==> config.mk <==
export PLATFORM = sky130hd
export DESIGN_NAME = mmac_operand_loader
export DESIGN_NICKNAME = d
export VERILOG_FILES = /design/src/rtl/mmac_operand_loader.sv
export SDC_FILE = /design/constraint.sdc
export NUM_CORES = 1
export LEC_CHECK = 0
export ABC_AREA = 1
export BUFFER_PORTS_ARGS = -buffer_cell sky130_fd_sc_hd__buf_2
export CAP_MARGIN = 20
export CORE_MARGIN = 5
export CORE_UTILIZATION = 60
export CTS_CLUSTER_DIAMETER = 80
export DETAILED_ROUTE_END_ITERATION = 8
export PLACE_DENSITY = 0.81
export SKIP_CTS_REPAIR_TIMING = 1
export SYNTH_ARGS = -nofsm -noshare
export SYNTH_HDL_FRONTEND = slang
export SYNTH_SLANG_ARGS = --single-unit
==> constraint.sdc <==
create_clock -name clk -period 5.11 [get_ports clk]
set_input_delay 1.022 -clock clk [delete_from_list [all_inputs] [get_ports clk]]
set_output_delay 1.022 -clock clk [all_outputs]
set_load 0.01 [all_outputs]
==> src/rtl/mmac_operand_loader.sv <==
// -----------------------------------------------------------------------------
// mmac_operand_loader
//
// Upstream feeder for the matrix MAC unit. A stream of DATA_WIDTH-bit words is
// unpacked into one M_SIZE x M_SIZE operand matrix A followed by one operand
// matrix B (VAR_WIDTH-bit elements, row-major). Complete A/B pairs are held in
// a two-bank ping-pong buffer so the next pair can load while the MAC is still
// consuming the current one.
//
// Handshakes (both sides): a transfer happens on a rising clk edge where
// valid && ready are both high. Ready never depends combinationally on the
// other side's valid/ready. Once valid is raised it stays high, with the
// payload stable, until the transfer.
//
// Ports:
//   clk       - single clock, rising edge
//   rst_n     - asynchronous active-low reset (clears all state and both banks)
//   flush     - synchronous clear of the partial load and of both bank slots
//               (bank contents are left in place, only the pointers/counts reset)
//   in_valid  - input word valid
//   in_ready  - loader can accept a word (fewer than two complete pairs held)
//   in_data   - input word, lane l = in_data[l*VAR_WIDTH +: VAR_WIDTH]
//   op_valid  - a complete A/B pair is presented on mat_a/mat_b
//   op_ready  - MAC accepts the pair
//   mat_a     - flattened matrix A, element k at [k*VAR_WIDTH +: VAR_WIDTH]
//   mat_b     - flattened matrix B, same layout
//   loading   - a partially loaded pair is in progress
// -----------------------------------------------------------------------------
module mmac_operand_loader #(
  parameter int DATA_WIDTH = 64,
  parameter int VAR_WIDTH  = 8,
  parameter int M_SIZE     = 4
) (
  input  logic                                clk,
  input  logic                                rst_n,
  input  logic                                flush,
  input  logic                                in_valid,
  output logic                                in_ready,
  input  logic [DATA_WIDTH-1:0]               in_data,
  output logic                                op_valid,
  input  logic                                op_ready,
  output logic [M_SIZE*M_SIZE*VAR_WIDTH-1:0]  mat_a,
  output logic [M_SIZE*M_SIZE*VAR_WIDTH-1:0]  mat_b,
  output logic                                loading
);

  localparam int EPW   = DATA_WIDTH / VAR_WIDTH;   // elements per word
  localparam int NELEM = M_SIZE * M_SIZE;          // elements per matrix
  localparam int WPM   = NELEM / EPW;              // words per matrix
  localparam int WPP   = 2 * WPM;                  // words per A/B pair
  localparam int MAT_W = NELEM * VAR_WIDTH;
  localparam int WC_W  = (WPP > 1) ? $clog2(WPP) : 1;

  // A word must hold a whole number of elements and a matrix a whole number
  // of words, otherwise the lane-to-element mapping breaks.
  if ((DATA_WIDTH % VAR_WIDTH) != 0) begin : g_bad_lane
    $error("mmac_operand_loader: DATA_WIDTH must be a multiple of VAR_WIDTH");
  end
  if ((NELEM % EPW) != 0) begin : g_bad_words
    $error("mmac_operand_loader: M_SIZE*M_SIZE must be a multiple of EPW");
  end

  // ---------------------------------------------------------------------------
  // State
  // ---------------------------------------------------------------------------
  logic [WC_W-1:0]  wc_q,        wc_d;         // word index within the pair
  logic             wr_bank_q,   wr_bank_d;    // bank being loaded
  logic             rd_bank_q,   rd_bank_d;    // bank presented to the MAC
  logic [1:0]       full_cnt_q,  full_cnt_d;   // complete pairs held (0..2)
  logic [MAT_W-1:0] bank_a_q [2];
  logic [MAT_W-1:0] bank_a_d [2];
  logic [MAT_W-1:0] bank_b_q [2];
  logic [MAT_W-1:0] bank_b_d [2];

  logic accept;
  logic consume;
  logic last_word;
  logic is_b;
  int   w_idx;

  // ---------------------------------------------------------------------------
  // Output decode (registered state only)
  // ---------------------------------------------------------------------------
  assign in_ready = (full_cnt_q != 2'd2);
  assign op_valid = (full_cnt_q != 2'd0);
  assign loading  = (wc_q != '0);
  assign mat_a    = bank_a_q[rd_bank_q];
  assign mat_b    = bank_b_q[rd_bank_q];

  // Flush wins over both handshakes on the same edge.
  assign accept    = in_valid && in_ready && !flush;
  assign consume   = op_valid && op_ready && !flush;
  assign last_word = accept && (wc_q == WC_W'(WPP - 1));

  // ---------------------------------------------------------------------------
  // Next-state logic
  // ---------------------------------------------------------------------------
  always_comb begin
    wc_d       = wc_q;
    wr_bank_d  = wr_bank_q;
    rd_bank_d  = rd_bank_q;
    full_cnt_d = full_cnt_q;
    bank_a_d   = bank_a_q;
    bank_b_d   = bank_b_q;
    is_b       = (int'(wc_q) >= WPM);
    w_idx      = is_b ? (int'(wc_q) - WPM) : int'(wc_q);

    if (flush) begin
      wc_d       = '0;
      wr_bank_d  = 1'b0;
      rd_bank_d  = 1'b0;
      full_cnt_d = 2'd0;
    end else begin
      if (accept) begin
        // Element k = w*EPW + l sits at bit k*VAR_WIDTH, so a whole word lands
        // contiguously at w*DATA_WIDTH inside the flattened matrix.
        if (is_b) begin
          bank_b_d[wr_bank_q][w_idx*DATA_WIDTH +: DATA_WIDTH] = in_data;
        end else begin
          bank_a_d[wr_bank_q][w_idx*DATA_WIDTH +: DATA_WIDTH] = in_data;
        end
        wc_d = last_word ? '0 : (wc_q + WC_W'(1));
      end

      if (last_word) begin
        wr_bank_d = ~wr_bank_q;
      end
      if (consume) begin
        rd_bank_d = ~rd_bank_q;
      end

      // Completion and consumption on the same edge leave the count unchanged.
      unique case ({last_word, consume})
        2'b10:   full_cnt_d = full_cnt_q + 2'd1;
        2'b01:   full_cnt_d = full_cnt_q - 2'd1;
        default: full_cnt_d = full_cnt_q;
      endcase
    end
  end

  // ---------------------------------------------------------------------------
  // Registers
  // ---------------------------------------------------------------------------
  always_ff @(posedge clk or negedge rst_n) begin
    if (!rst_n) begin
      wc_q        <= '0;
      wr_bank_q   <= 1'b0;
      rd_bank_q   <= 1'b0;
      full_cnt_q  <= 2'd0;
      bank_a_q[0] <= '0;
      bank_a_q[1] <= '0;
      bank_b_q[0] <= '0;
      bank_b_q[1] <= '0;
    end else begin
      wc_q        <= wc_d;
      wr_bank_q   <= wr_bank_d;
      rd_bank_q   <= rd_bank_d;
      full_cnt_q  <= full_cnt_d;
      bank_a_q[0] <= bank_a_d[0];
      bank_a_q[1] <= bank_a_d[1];
      bank_b_q[0] <= bank_b_d[0];
      bank_b_q[1] <= bank_b_d[1];
    end
  end

endmodule

Word-level counts from Yosys, hierarchy flattened
Cells that the tools add are included.
W data, S select, Z words.

word-level totals
  output and inout bits = 259
  register bits = 518
  input bits = 69
  logic and storage cells = 64

cells by class
  bitwise gates (word level) = 6
  $add $sub $neg = 5
  reduce and logical (&&, ||, !) cells = 15
  mux-type cells = 20
  equality and inequality tests = 4
  $lt $le $gt $ge = 4
  shift-type cells = 2

operator list
  operator                     count
  $mux W128                    7
  $bwmux W256                  2
  $demux W128 S1               1
  $shift A64 B33 Y128 const A  1
  $shiftx A64 B33 Y128         1
  $neg A32 Y33                 1
  $mux W26                     1
  $reduce_bool A2 Y1           5
  $mux W2                      4
  $ge A2 B2 Y1 const B         3
  $logic_and A1 B1 Y1          6
  $reduce_and A3 Y1            2
  $add A2 B1 Y2 const B        2
  $eq A2 B2 Y1 const B         2
  $mux W1                      4
  $not A1 Y1                   4
  $not A1 Y2                   2
  $pmux W2 S2                  1
  $reduce_bool A3 Y1           1
  $sub A2 B2 Y3 const B        1
  $eq A2 B1 Y1 const B         1
  $lt A2 B1 Y1 const B         1
  $ne A2 B2 Y1 const B         1
  $sub A2 B1 Y2 const B        1
  $logic_not A1 Y1             1

Longest topological paths before layout
  word-level depth = 7
  gate-level depth with buffers = 12
  depth with buffers taken out = 11

Least setup slack after synthesis
No wires, ideal clock.

  path kind = reg-to-output
  start = reg rd_bank_q
  end = out mat_b[28]
  required time = 4088 ps
  data arrival time = 1385 ps
  path slack = 2703 ps
  cell stages (with the launch flop) = 8
  buffers on the path = 4
  cells stage by stage = dfrtp_1 > buf_2 > buf_2 > inv_2 > buf_2 > buf_1 > nand2_1 > nand2_1

on the way
  cells in the longest elaborated chain, start to end = 4

ends and longest elaborated chain
  item                                          RTL line  RTL
  start: declaration                            68        logic rd_bank_q, rd_bank_d;
  start signal: assignment                      157       rd_bank_q <= rd_bank_d;
  $not A1 Y2 (implied by the code)              88        assign mat_b = bank_b_q[rd_bank_q];
  $mux W128 (implied by the code) (3 in a row)  88
  end: declaration                              43        output logic [M_SIZE*M_SIZE*VAR_WIDTH-1:0] mat_b,

Every way passes these cells. The select of a mux whose other input is x is not followed.

Final worst setup path
  start = reg rd_bank_q
  end = out mat_a[50]

on the way
  cells in the longest elaborated chain, start to end = 4

ends and longest elaborated chain
  item                                          RTL line  RTL
  $not A1 Y2 (implied by the code)              87        assign mat_a = bank_a_q[rd_bank_q];
  $mux W128 (implied by the code) (3 in a row)  87
  end: declaration                              42        output logic [M_SIZE*M_SIZE*VAR_WIDTH-1:0] mat_a,

Every way passes these cells. The select of a mux whose other input is x is not followed.

==> flow_summary.ini <==
[layout]
nets = 3343
diodes = 0
multiInputGateArea_sq_um = 8626
drive_gt1_share_pct = 13.56
syn_to_final_growth_pct = 14.26
fillCellCount = 3078
regArea_sq_um = 12970
final_common_cell = nand2_1
fin_util_pct = 69.72
mostFrequentLayoutCells = 1714 x nand2_1, 517 x dfrtp_1, 326 x buf_2

[timing]
rsz0062_at_grt = no
finalMaxSlewViolations = 0
max-slew-margin-rel_pct = 25.93
setup-tns-final_ps = 0
layout_worst_path_cycle_share_pct = 78.90
finalCriticalPeriod_ps = 4032
max_freq_mhz = 248.0
setup_viol = 0
tightest_slew_ps = 1111
skew_ps = 9.832
hold_ws_ps = 375.1
hold_viol = 0
postLayoutSetupSlackWorst_ps = 1078

[power]
power.leakage_uw = 0.01526
peakVddDrop_v = 0.0003588
power_density_nw_per_um2 = 440.4
power_uw = 11620

[global_route]
grt_max_degree = 143
grt_pass1_vias = 19640
antenna_found_initial = 1
grt_overflow = 0
grt_first_pass_wirelength_mm = 107.2
grt_use_total_pct = 31.72

[floorplan]
ioPinCount = 328
start_util_pct = 61.02
die_h_um = 206.2
core_sq_um = 37840
fp.dieW_um = 206.2
rows = 71
die_area_sq_um = 42510

[yosys]
yosys_warnings = 0
ys_seq_area_share_pct = 56.13
synth_cell_type_count = 22
synth.cell_area_sq_um = 23090
synth-seq-cells = 518
synthesis.instances = 3041
synth_area_per_cell_sq_um = 7.594
syn_nets = 3114

[placed_design]
pre_cts_ws_ps = 1645
hpwl_mm = 43.29
place_congestion = 0.8704
port_buffers = 327

[clock_tree]
clock_sinks = 518
cts_tree = done
clk_latency_ps = 590
numCtsBuffers = 52
clock-root-buffer = clkbuf_16
cts.clk_slew.worst_paths_ps = 60
htree_levels = 2
clockBufferDepth = 3

[worst_setup_path]
cp-start-kind = flop
cp_max_fo = 91
r2r_slack_ps = 1930
rr_worst_depth = 9
reg2reg_from = wc_q[0]
worstSetupEndpointType = output port
critPathKind = reg -> out
regToRegEndpoint = bank_a_q[219]
crit_required_ps = 4090
worst_ep_arrival_time_ps = 3010

[routing]
vias_per_cell = 5.423
wl_mm = 67.47
routed-via-count = 20690
wl_per_cell_um = 17.69
ant_nets = 0
drtIter0Drc = 2278
first_pass_iters = 6
drc = 0

[run]
maxCapViolations = 0

[worst_hold_path]
hp-class = in -> async

[status]
status = finished, final reports clean
[stage by stage]
step / cell area, sq um / instances
after global routing: 26390 / 3814
after detailed placement: 24800 / 3727
final: 26390 / 3814
after floorplan: 23090 / 3041
after global placement: 24800 / 3727
after CTS: 26390 / 3814
[worst max-delay path by stage]
stage               from            end  slack, ps  cells after the start
4_1_cts        rd_bank_q     mat_a[125]       1100                      5
3_5_place_dp       flush   bank_b_q[89]       1650                      8
6_report       rd_bank_q      mat_a[50]       1080                      3
2_1_floorplan  rd_bank_q      mat_b[28]       2700                      7
3_3_place_gp       flush  bank_b_q[206]       1700                      8
5_1_grt        rd_bank_q      mat_b[58]        920                      3
[logic make-up after synthesis]
group	after synthesis	share of synthesized area [%]
AND/OR/NAND/NOR	1846	30.22
flip-flops	518	56.13
buffers and inverters	362	6.665
AO/OA/AOI/OAI	310	6.730
adder cells (fa/ha/maj)	4	0.2167
XOR/XNOR	1	0.03793
[final cells by class]
| cell class | instances | share of cell area (%) |
|---|---|---|
| Tap cell | 511 | 2.423 |
| Inverter | 192 | 2.741 |
| Multi-Input combinational cell | 2161 | 32.69 |
| Sequential cell | 518 | 49.14 |
| Timing Repair Buffer | 345 | 6.990 |
| Clock inverter | 17 | 0.4410 |
| Clock buffer | 70 | 5.572 |
[state kept, by name (all words and copies together) (netlist names)]
name        flops
full_cnt_q      2
wc_q            2
rd_bank_q       1
bank_a_q      256
bank_b_q      256
wr_bank_q       1
[power by group]
| part | total [uW] | switching [uW] | internal, uW |
|---|---|---|---|
| combinational | 2940 | 2010 | 924 |
| sequential | 5050 | 291 | 4760 |
| clock | 3630 | 1580 | 2050 |
| total | 11600 | 3880 | 7740 |
[worst max-delay path, stage by stage (launching register included)]
cell     delay, ps
dfrtp_4        930
buf_4          820
o21ai_0        340
buf_2          230
[routing by layer]
layer	wire length [um]	up-vias	part of all wire [%]	track usage [%]
li1	-	9630	-	-
met1	27850	9936	41	47.18
met2	30720	989	46	47.40
met3	6713	128	10	6.512
met4	2165	2	3.2	10.12
met5	13	-	0.019	0
[synth_stat cells]
master / instances / area, sq um
a21oi_1: 1 / 5.000
buf_1: 10 / 37.54
buf_2: 84 / 420.4
buf_4: 6 / 45.04
buf_6: 7 / 78.83
clkbuf_1: 63 / 236.5
clkinv_1: 3 / 11.26
dfrtp_1: 518 / 12960
ha_1: 4 / 50.05
inv_1: 182 / 683.2
inv_2: 7 / 26.28
nand2_1: 1720 / 6456
nand2_2: 3 / 18.77
nand3_1: 8 / 40.04
nand3_4: 1 / 17.52
nand4_1: 1 / 6.260
nor2_1: 111 / 416.7
nor2_4: 2 / 22.52
o21ai_0: 291 / 1456
o21ai_1: 17 / 85.08
o21bai_1: 1 / 7.510
xnor2_1: 1 / 8.760
Power figures use the tool's default switching activity.
